### src/rtl/list_stream_if.sv
// Handshake/status bundle for list_stream: producer writes, consumer stream, and status.
// master drives the list's inputs; slave is the list itself.
interface list_stream_if #(
    parameter int unsigned WIDTH = 2,
    parameter int unsigned DEPTH = 256
);
    localparam int unsigned ADDR_W = $clog2(DEPTH);

    logic              clear;
    logic              push;
    logic [WIDTH-1:0]  data_in;
    logic              full;
    logic [ADDR_W:0]   count;
    logic              start;
    logic              mode;
    logic              busy;
    logic              out_valid;
    logic              out_ready;
    logic [WIDTH-1:0]  data_out;
    logic              out_last;
    logic              read_done;

    modport master (
        output clear, push, data_in, start, mode, out_ready,
        input  full, count, busy, out_valid, data_out, out_last, read_done
    );

    modport slave (
        input  clear, push, data_in, start, mode, out_ready,
        output full, count, busy, out_valid, data_out, out_last, read_done
    );
endinterface

### src/rtl/list_stream.sv
// Word list that buffers a burst and streams it back in LIFO or FIFO order on valid/ready.
// Define LIST_STREAM_POP_EN for destructive reads (count ends at 0 after every read).
module list_stream #(
    parameter int unsigned WIDTH = 2,
    parameter int unsigned DEPTH = 256
) (
    input  logic         CLK,
    input  logic         RST,
    list_stream_if.slave bus
);
    localparam int unsigned ADDR_W = $clog2(DEPTH);
    localparam logic [ADDR_W:0] FULL_CNT = (ADDR_W + 1)'(DEPTH);

    typedef enum logic [1:0] {StIdle, StRead, StDone} state_e;

    state_e            state_q, state_d;
    logic [ADDR_W:0]   count_q, count_d;
    logic [ADDR_W-1:0] ptr_q, ptr_d;
    logic              mode_q, mode_d;
    logic [WIDTH-1:0]  data_q, data_d;
    logic              valid_q, valid_d;
    logic              last_q, last_d;
    logic              busy_q, busy_d;
    logic              done_q, done_d;

    logic [WIDTH-1:0]  mem [DEPTH];
    logic              mem_we;
    logic              full;
    logic [ADDR_W:0]   count_m1;
    logic [ADDR_W-1:0] first_ptr;
    logic [ADDR_W-1:0] ptr_nxt;

    assign full      = (count_q == FULL_CNT);
    assign count_m1  = count_q - (ADDR_W + 1)'(1);
    assign first_ptr = bus.mode ? '0 : count_m1[ADDR_W-1:0];
    assign ptr_nxt   = mode_q ? ptr_q + ADDR_W'(1) : ptr_q - ADDR_W'(1);

    always_comb begin
        state_d = state_q;
        count_d = count_q;
        ptr_d   = ptr_q;
        mode_d  = mode_q;
        data_d  = data_q;
        valid_d = valid_q;
        last_d  = last_q;
        busy_d  = busy_q;
        done_d  = 1'b0;
        mem_we  = 1'b0;

        if (bus.clear) begin
            state_d = StIdle;
            count_d = '0;
            valid_d = 1'b0;
            last_d  = 1'b0;
            busy_d  = 1'b0;
        end else begin
            unique case (state_q)
                StIdle: begin
                    if (bus.push) begin
                        if (!full) begin
                            mem_we  = 1'b1;
                            count_d = count_q + (ADDR_W + 1)'(1);
                        end
                    end else if (bus.start) begin
                        mode_d = bus.mode;
                        if (count_q != '0) begin
                            ptr_d   = first_ptr;
                            data_d  = mem[first_ptr];
                            valid_d = 1'b1;
                            last_d  = (count_q == (ADDR_W + 1)'(1));
                            busy_d  = 1'b1;
                            state_d = StRead;
                        end else begin
                            done_d  = 1'b1;
                            state_d = StDone;
                        end
                    end
                end
                StRead: begin
                    if (valid_q && bus.out_ready) begin
`ifdef LIST_STREAM_POP_EN
                        if (!mode_q) count_d = count_m1;
`endif
                        if (last_q) begin
                            valid_d = 1'b0;
                            last_d  = 1'b0;
                            busy_d  = 1'b0;
                            done_d  = 1'b1;
                            state_d = StDone;
                        end else begin
                            // Terminal beat: index 0 going down, count-1 going up.
                            ptr_d  = ptr_nxt;
                            data_d = mem[ptr_nxt];
                            last_d = mode_q ? ({1'b0, ptr_nxt} == count_m1) : (ptr_nxt == '0);
                        end
                    end
                end
                StDone: begin
`ifdef LIST_STREAM_POP_EN
                    count_d = '0;
`endif
                    state_d = StIdle;
                end
                default: state_d = StIdle;
            endcase
        end
    end

    // Storage is deliberately left out of reset.
    always_ff @(posedge CLK) begin
        if (mem_we) mem[count_q[ADDR_W-1:0]] <= bus.data_in;
    end

    always_ff @(posedge CLK or posedge RST) begin
        if (RST) begin
            state_q <= StIdle;
            count_q <= '0;
            ptr_q   <= '0;
            mode_q  <= 1'b0;
            data_q  <= '0;
            valid_q <= 1'b0;
            last_q  <= 1'b0;
            busy_q  <= 1'b0;
            done_q  <= 1'b0;
        end else begin
            state_q <= state_d;
            count_q <= count_d;
            ptr_q   <= ptr_d;
            mode_q  <= mode_d;
            data_q  <= data_d;
            valid_q <= valid_d;
            last_q  <= last_d;
            busy_q  <= busy_d;
            done_q  <= done_d;
        end
    end

    assign bus.full      = full;
    assign bus.count     = count_q;
    assign bus.busy      = busy_q;
    assign bus.out_valid = valid_q;
    assign bus.data_out  = data_q;
    assign bus.out_last  = last_q;
    assign bus.read_done = done_q;
endmodule

### src/flat_wrapper.sv
// flat-port wrapper written by rule: the top's interface ports become plain ports
module list_stream_flat 
#(
    parameter int unsigned WIDTH = 2,
    parameter int unsigned DEPTH = 256
)
  (CLK, RST, bus_clear, bus_push, bus_data_in, bus_start, bus_mode, bus_out_ready, bus_full, bus_count, bus_busy, bus_out_valid, bus_data_out, bus_out_last, bus_read_done);
  list_stream_if #(.WIDTH(WIDTH), .DEPTH(DEPTH)) bus_i ();
  input  logic CLK;
  input  logic RST;
  input wire logic [$bits(bus_i.clear)-1:0] bus_clear;
  input wire logic [$bits(bus_i.push)-1:0] bus_push;
  input wire logic [$bits(bus_i.data_in)-1:0] bus_data_in;
  input wire logic [$bits(bus_i.start)-1:0] bus_start;
  input wire logic [$bits(bus_i.mode)-1:0] bus_mode;
  input wire logic [$bits(bus_i.out_ready)-1:0] bus_out_ready;
  output wire logic [$bits(bus_i.full)-1:0] bus_full;
  output wire logic [$bits(bus_i.count)-1:0] bus_count;
  output wire logic [$bits(bus_i.busy)-1:0] bus_busy;
  output wire logic [$bits(bus_i.out_valid)-1:0] bus_out_valid;
  output wire logic [$bits(bus_i.data_out)-1:0] bus_data_out;
  output wire logic [$bits(bus_i.out_last)-1:0] bus_out_last;
  output wire logic [$bits(bus_i.read_done)-1:0] bus_read_done;
  assign bus_i.clear = bus_clear;
  assign bus_i.push = bus_push;
  assign bus_i.data_in = bus_data_in;
  assign bus_i.start = bus_start;
  assign bus_i.mode = bus_mode;
  assign bus_i.out_ready = bus_out_ready;
  assign bus_full = bus_i.full;
  assign bus_count = bus_i.count;
  assign bus_busy = bus_i.busy;
  assign bus_out_valid = bus_i.out_valid;
  assign bus_data_out = bus_i.data_out;
  assign bus_out_last = bus_i.out_last;
  assign bus_read_done = bus_i.read_done;
  list_stream #(.WIDTH(WIDTH), .DEPTH(DEPTH)) u_core (.CLK(CLK), .RST(RST), .bus(bus_i));
endmodule
### config.mk
export PLATFORM = sky130hd
export DESIGN_NAME = list_stream_flat
export DESIGN_NICKNAME = d
export VERILOG_FILES = /design/src/rtl/list_stream_if.sv /design/src/rtl/list_stream.sv /design/src/flat_wrapper.sv
export SDC_FILE = /design/constraint.sdc
export NUM_CORES = 1
export LEC_CHECK = 0
export ABC_AREA = 1
export CAP_MARGIN = 20
export CORE_MARGIN = 2
export CORE_UTILIZATION = 55
export DETAILED_ROUTE_END_ITERATION = 6
export MAX_ROUTING_LAYER = met4
export PLACE_DENSITY_LB_ADDON = 0.05
export SYNTH_ARGS = -nofsm -noshare
export SYNTH_HDL_FRONTEND = slang
export SYNTH_SLANG_ARGS = --single-unit
### constraint.sdc
create_clock -name CLK -period 3.2 [get_ports CLK]
set_clock_uncertainty 0.2 [all_clocks]
set_input_delay 0.48 -clock CLK [delete_from_list [all_inputs] [get_ports CLK]]
set_output_delay 0.48 -clock CLK [all_outputs]
set_load 0.01 [all_outputs]
==> impl_summary.md <==
Floorplanning
The total die area is 57480 um^2. The area of the core region is 54990 um^2. The number of placement rows is 86. The floorplan step set the die height to around 240 um. The die is 239.8 um wide.

The initial utilization of the core area, before any placement, comes to 0.5560. The boundary pin count is 25.

Layout
The net count of the finished layout is 3866. Excluding fillers, the count of instances in the completed layout stands at 4645. Compared with the post-synthesis result, the final layout area differs by 15.12%. The fraction of final layout cells sized beyond drive strength 1 is 0.09807.

Drt
Wires add up to 110.5 mm. The remaining design rule violation count is 0. The DRC marker count from the first detailed-route iteration is 3955. The final route contains 27970 vias. After detailed routing, the average wire length per cell comes to 23.79 um.

The first detailed-routing pass ran for 6 iterations. In the routed layout, each cell is associated on average with a via count of approximately 6.0. In this run the remaining antenna-violating nets after routing total 0.

Clock tree
The TritonCTS clock tree is yes. The root buffer cell is clkbuf_16. The number of buffers added by the clock tree synthesis step is 58. The clock sink count is 537. The maximum number of buffers from clock root to sink is 3. Clock-pin slew was measured on the worst setup and hold paths at 60 ps.

The insertion delay to the later sink of the worst-skew pair is between 600 and 700 ps. The H-tree depth is 2.

Synthesis
The synthesized design contains 537 register bits. The post-synthesis cell count is 3826. The number of distinct library cells after synthesis is 41.

The Yosys warning count is 0. The number of nets produced by synthesis is roughly 3800. The area fraction of the dominant cell type after synthesis is 0.5029.

After synthesis, the cell types taking the most area are edfxtp_1, nand2_1, nand3_1, inv_1, nor2_1. For this run, the register share of the synthesized area comes to 0.5234. Of all cell types, the one taking the most synthesized area is edfxtp_1.

In this run the cell area of the synthesized design comes to 30570 um^2. The mean post-synth cell area is 7.990 um^2.

Timing
For this run, the top clock speed supported by timing is 314.7 MHz. The final number of hold-violating endpoints is 0. The shortest clock period the worst path allows after layout is roughly 3200 ps.

For the pin with the worst max-slew slack, the measured transition is roughly 1100 ps. Summed over all failing endpoints, the final setup total negative slack is 0 ps. The worst pin sits at a relative slew slack of 0.2896. The final max-slew violation count is 0. Setup repair after global routing could not meet its margin everywhere. The final number of setup-violating endpoints is 0. Of the available clock period, the critical path in the final layout requires 0.9930.

Power and ir drop
IR analysis of the VDD net gives a maximum drop of 0.001081 V. In this run the static leakage power is ~15 nW. The power per cell area is 1073 nW/um^2.

Setup path
For the worst setup path, the data required time is 3520 ps. STA classifies the critical path endpoint as a flop. Of all nets on the critical path, the largest fanout is 21. STA puts the critical path data arrival time at 3500 ps. The endpoint of the lowest-slack register-to-register path is u_core.bus.data_out[0].

The worst flop-to-flop path startpoint is u_core.mode_q. The worst register-to-register path has a depth of 16. STA classifies the critical path startpoint as a flop. The setup slack of the worst register-to-register path is 20 ps. The critical path class is flop to flop.

Placement
Input and output buffers added on the ports amount to 24. The final weighted congestion of routability-driven global placement is 0.9783. The detailed placement HPWL is 67.10 mm.

In this run, placement finished with an instance count of 4505.

GRT
After global routing the overflow that remains totals 0. The number of antenna violations at the first check in global routing is 1. For this run, the total global-route usage over all layers was measured as 0.3912.

The first-pass GRT wire length is approximately 160 mm. The via count of the first global-routing pass was about 26000. Entering global routing, the biggest net connects 229 pins.

Outcome
The run finished with clean final reports.

Min path
Along the worst hold path, the cell count comes to 1. The worst min-delay path category is primary input to flop. The worst hold path begins at bus_data_in[1]. The worst-case hold path end point is u_core.mem[107][1].

Job
Across the run, the number of max-cap violations was 0.
==> cell usage in the layout, fill, tap and decap left out, types with 5 or more instances in the layout <==
master / count
nand2_1: 1113
nand3_1: 737
edfxtp_1: 512
inv_1: 464
nor2_1: 346
buf_4: 107
o21ai_0: 103
o211ai_1: 77
clkbuf_16: 69
buf_12: 53
a21oi_1: 41
nand3_2: 31
o21ai_1: 24
dfrtp_1: 23
clkdlybuf4s50_1: 22
nand2_2: 16
clkinv_2: 16
inv_2: 12
clkinv_1: 10
ha_1: 9
bufinv_16: 9
buf_6: 9
nor2_4: 8
clkinvlp_4: 8
nor3_1: 7
buf_16: 7
nor2_2: 6
nand4_1: 5
==> worst max-delay path: stages (launching register included) <==
cell and delay, ps:
dfrtp_1 420, fa_4 970, inv_8 70, buf_12 170
buf_4 170, nand3_1 80, nand3_1 100, nand2_1 90
nand2_1 70, nand3_2 110, nand3_2 130, nand3_1 100
nand2_1 70, nand2_1 90, nand2_1 70, nor2_2 100
a21oi_2 60
==> worst max-delay path by stage <==
stage,endpoint,cells past startpoint,from
global placement,u_core.bus.data_out[0],17,bus_mode
global route,u_core.bus.data_out[0],16,u_core.mode_q
CTS,u_core.bus.data_out[1],15,u_core.ptr_q[0]
detailed placement,u_core.bus.data_out[0],17,bus_mode
finish,u_core.bus.data_out[0],16,u_core.mode_q
floorplan,u_core.bus.data_out[1],19,u_core.ptr_q[0]
==> logic make-up after synthesis <==
family | synth area share
AOI/OAI and AO/OA | 0.05001
xor gates and xnor gates | 0.004011
adders and majority gates | 0.005157
buffers and inverters | 0.1011
DFF | 0.5234
and+or+nand+nor | 0.3163
==> metrics by stage <==
stage	hold WS [ps]	power, W	worst slack [ps]	area [um^2]	util
after floorplan	253.2	0.01907	184.9	30570	-
after global placement	275.7	0.02675	-122.3	32390	0.5890
after detailed placement	286.3	0.02680	-109.4	32390	0.5890
after CTS	136.7	0.03470	-28.23	34580	0.6288
after global routing	158.8	0.03913	-65.24	35190	0.6400
final	174.6	0.03777	22.51	35190	0.6400
==> final cells by class <==
| class | count | area [um^2] |
|---|---|---|
| fillers | 4715 | 19790 |
| diodes | 2 | 5.005 |
| inverters | 480 | 1819 |
| clock inverters | 46 | 495.5 |
| flip-flops and latches | 537 | 16010 |
| multi-input cells | 2559 | 11770 |
| well taps | 748 | 935.9 |
| clock buffers | 64 | 1516 |
| repair buffers | 209 | 2646 |
==> sequential cells by signal, summed over array words and instances, names as in the netlist <==
name,cells
u_core.state_q,2
u_core.bus.out_valid,1
u_core.bus.data_out,2
u_core.mode_q,1
u_core.bus.count,9
u_core.bus.read_done,1
u_core.ptr_q,8
u_core.mem,512
u_core.bus.out_last,1
==> report_power, final <==
part | switching [W] | leakage, nW | internal (W)
logic | 0.0145 | 8.97 | 0.00832
clock network | 0.00292 | 0.971 | 0.00415
registers | 0.0000906 | 4.92 | 0.00778
total | 0.0175 | 14.9 | 0.0203
==> what timing repair did <==
action	4_1_cts	5_1_grt
gates cloned	3	9
setup buffers	6	9
pin swaps	2	15
resized for setup	5	58
hold buffers	1	0
hold endpoints to repair	8	0
endpoints found under the setup margin	4	5
==> cell usage after synthesis, drive strengths merged <==
library cell  count
a2111oi           1
a211oi            1
a21oi            45
a31oi             3
and3              1
buf             191
clkbuf           59
clkinv            1
dfrtp            25
edfxtp          512
fa                1
ha               11
inv             479
nand2          1133
nand3           770
nand3b            1
nand4             5
nor2            361
nor3              7
o2111ai           1
o211ai           78
o21ai           127
o22ai             2
xnor2             4
xor2              7
==> layer usage <==
metal | up-vias | wire, um | global-route usage
met5 | - | 0 | -
met3 | 329 | 12930 | 0.07387
met1 | 13130 | 43020 | 0.5174
met2 | 1941 | 49020 | 0.5832
met4 | 0 | 5524 | 0.1862
li1 | 12570 | - | -
Note: power is estimated with default switching activity, not from simulation.
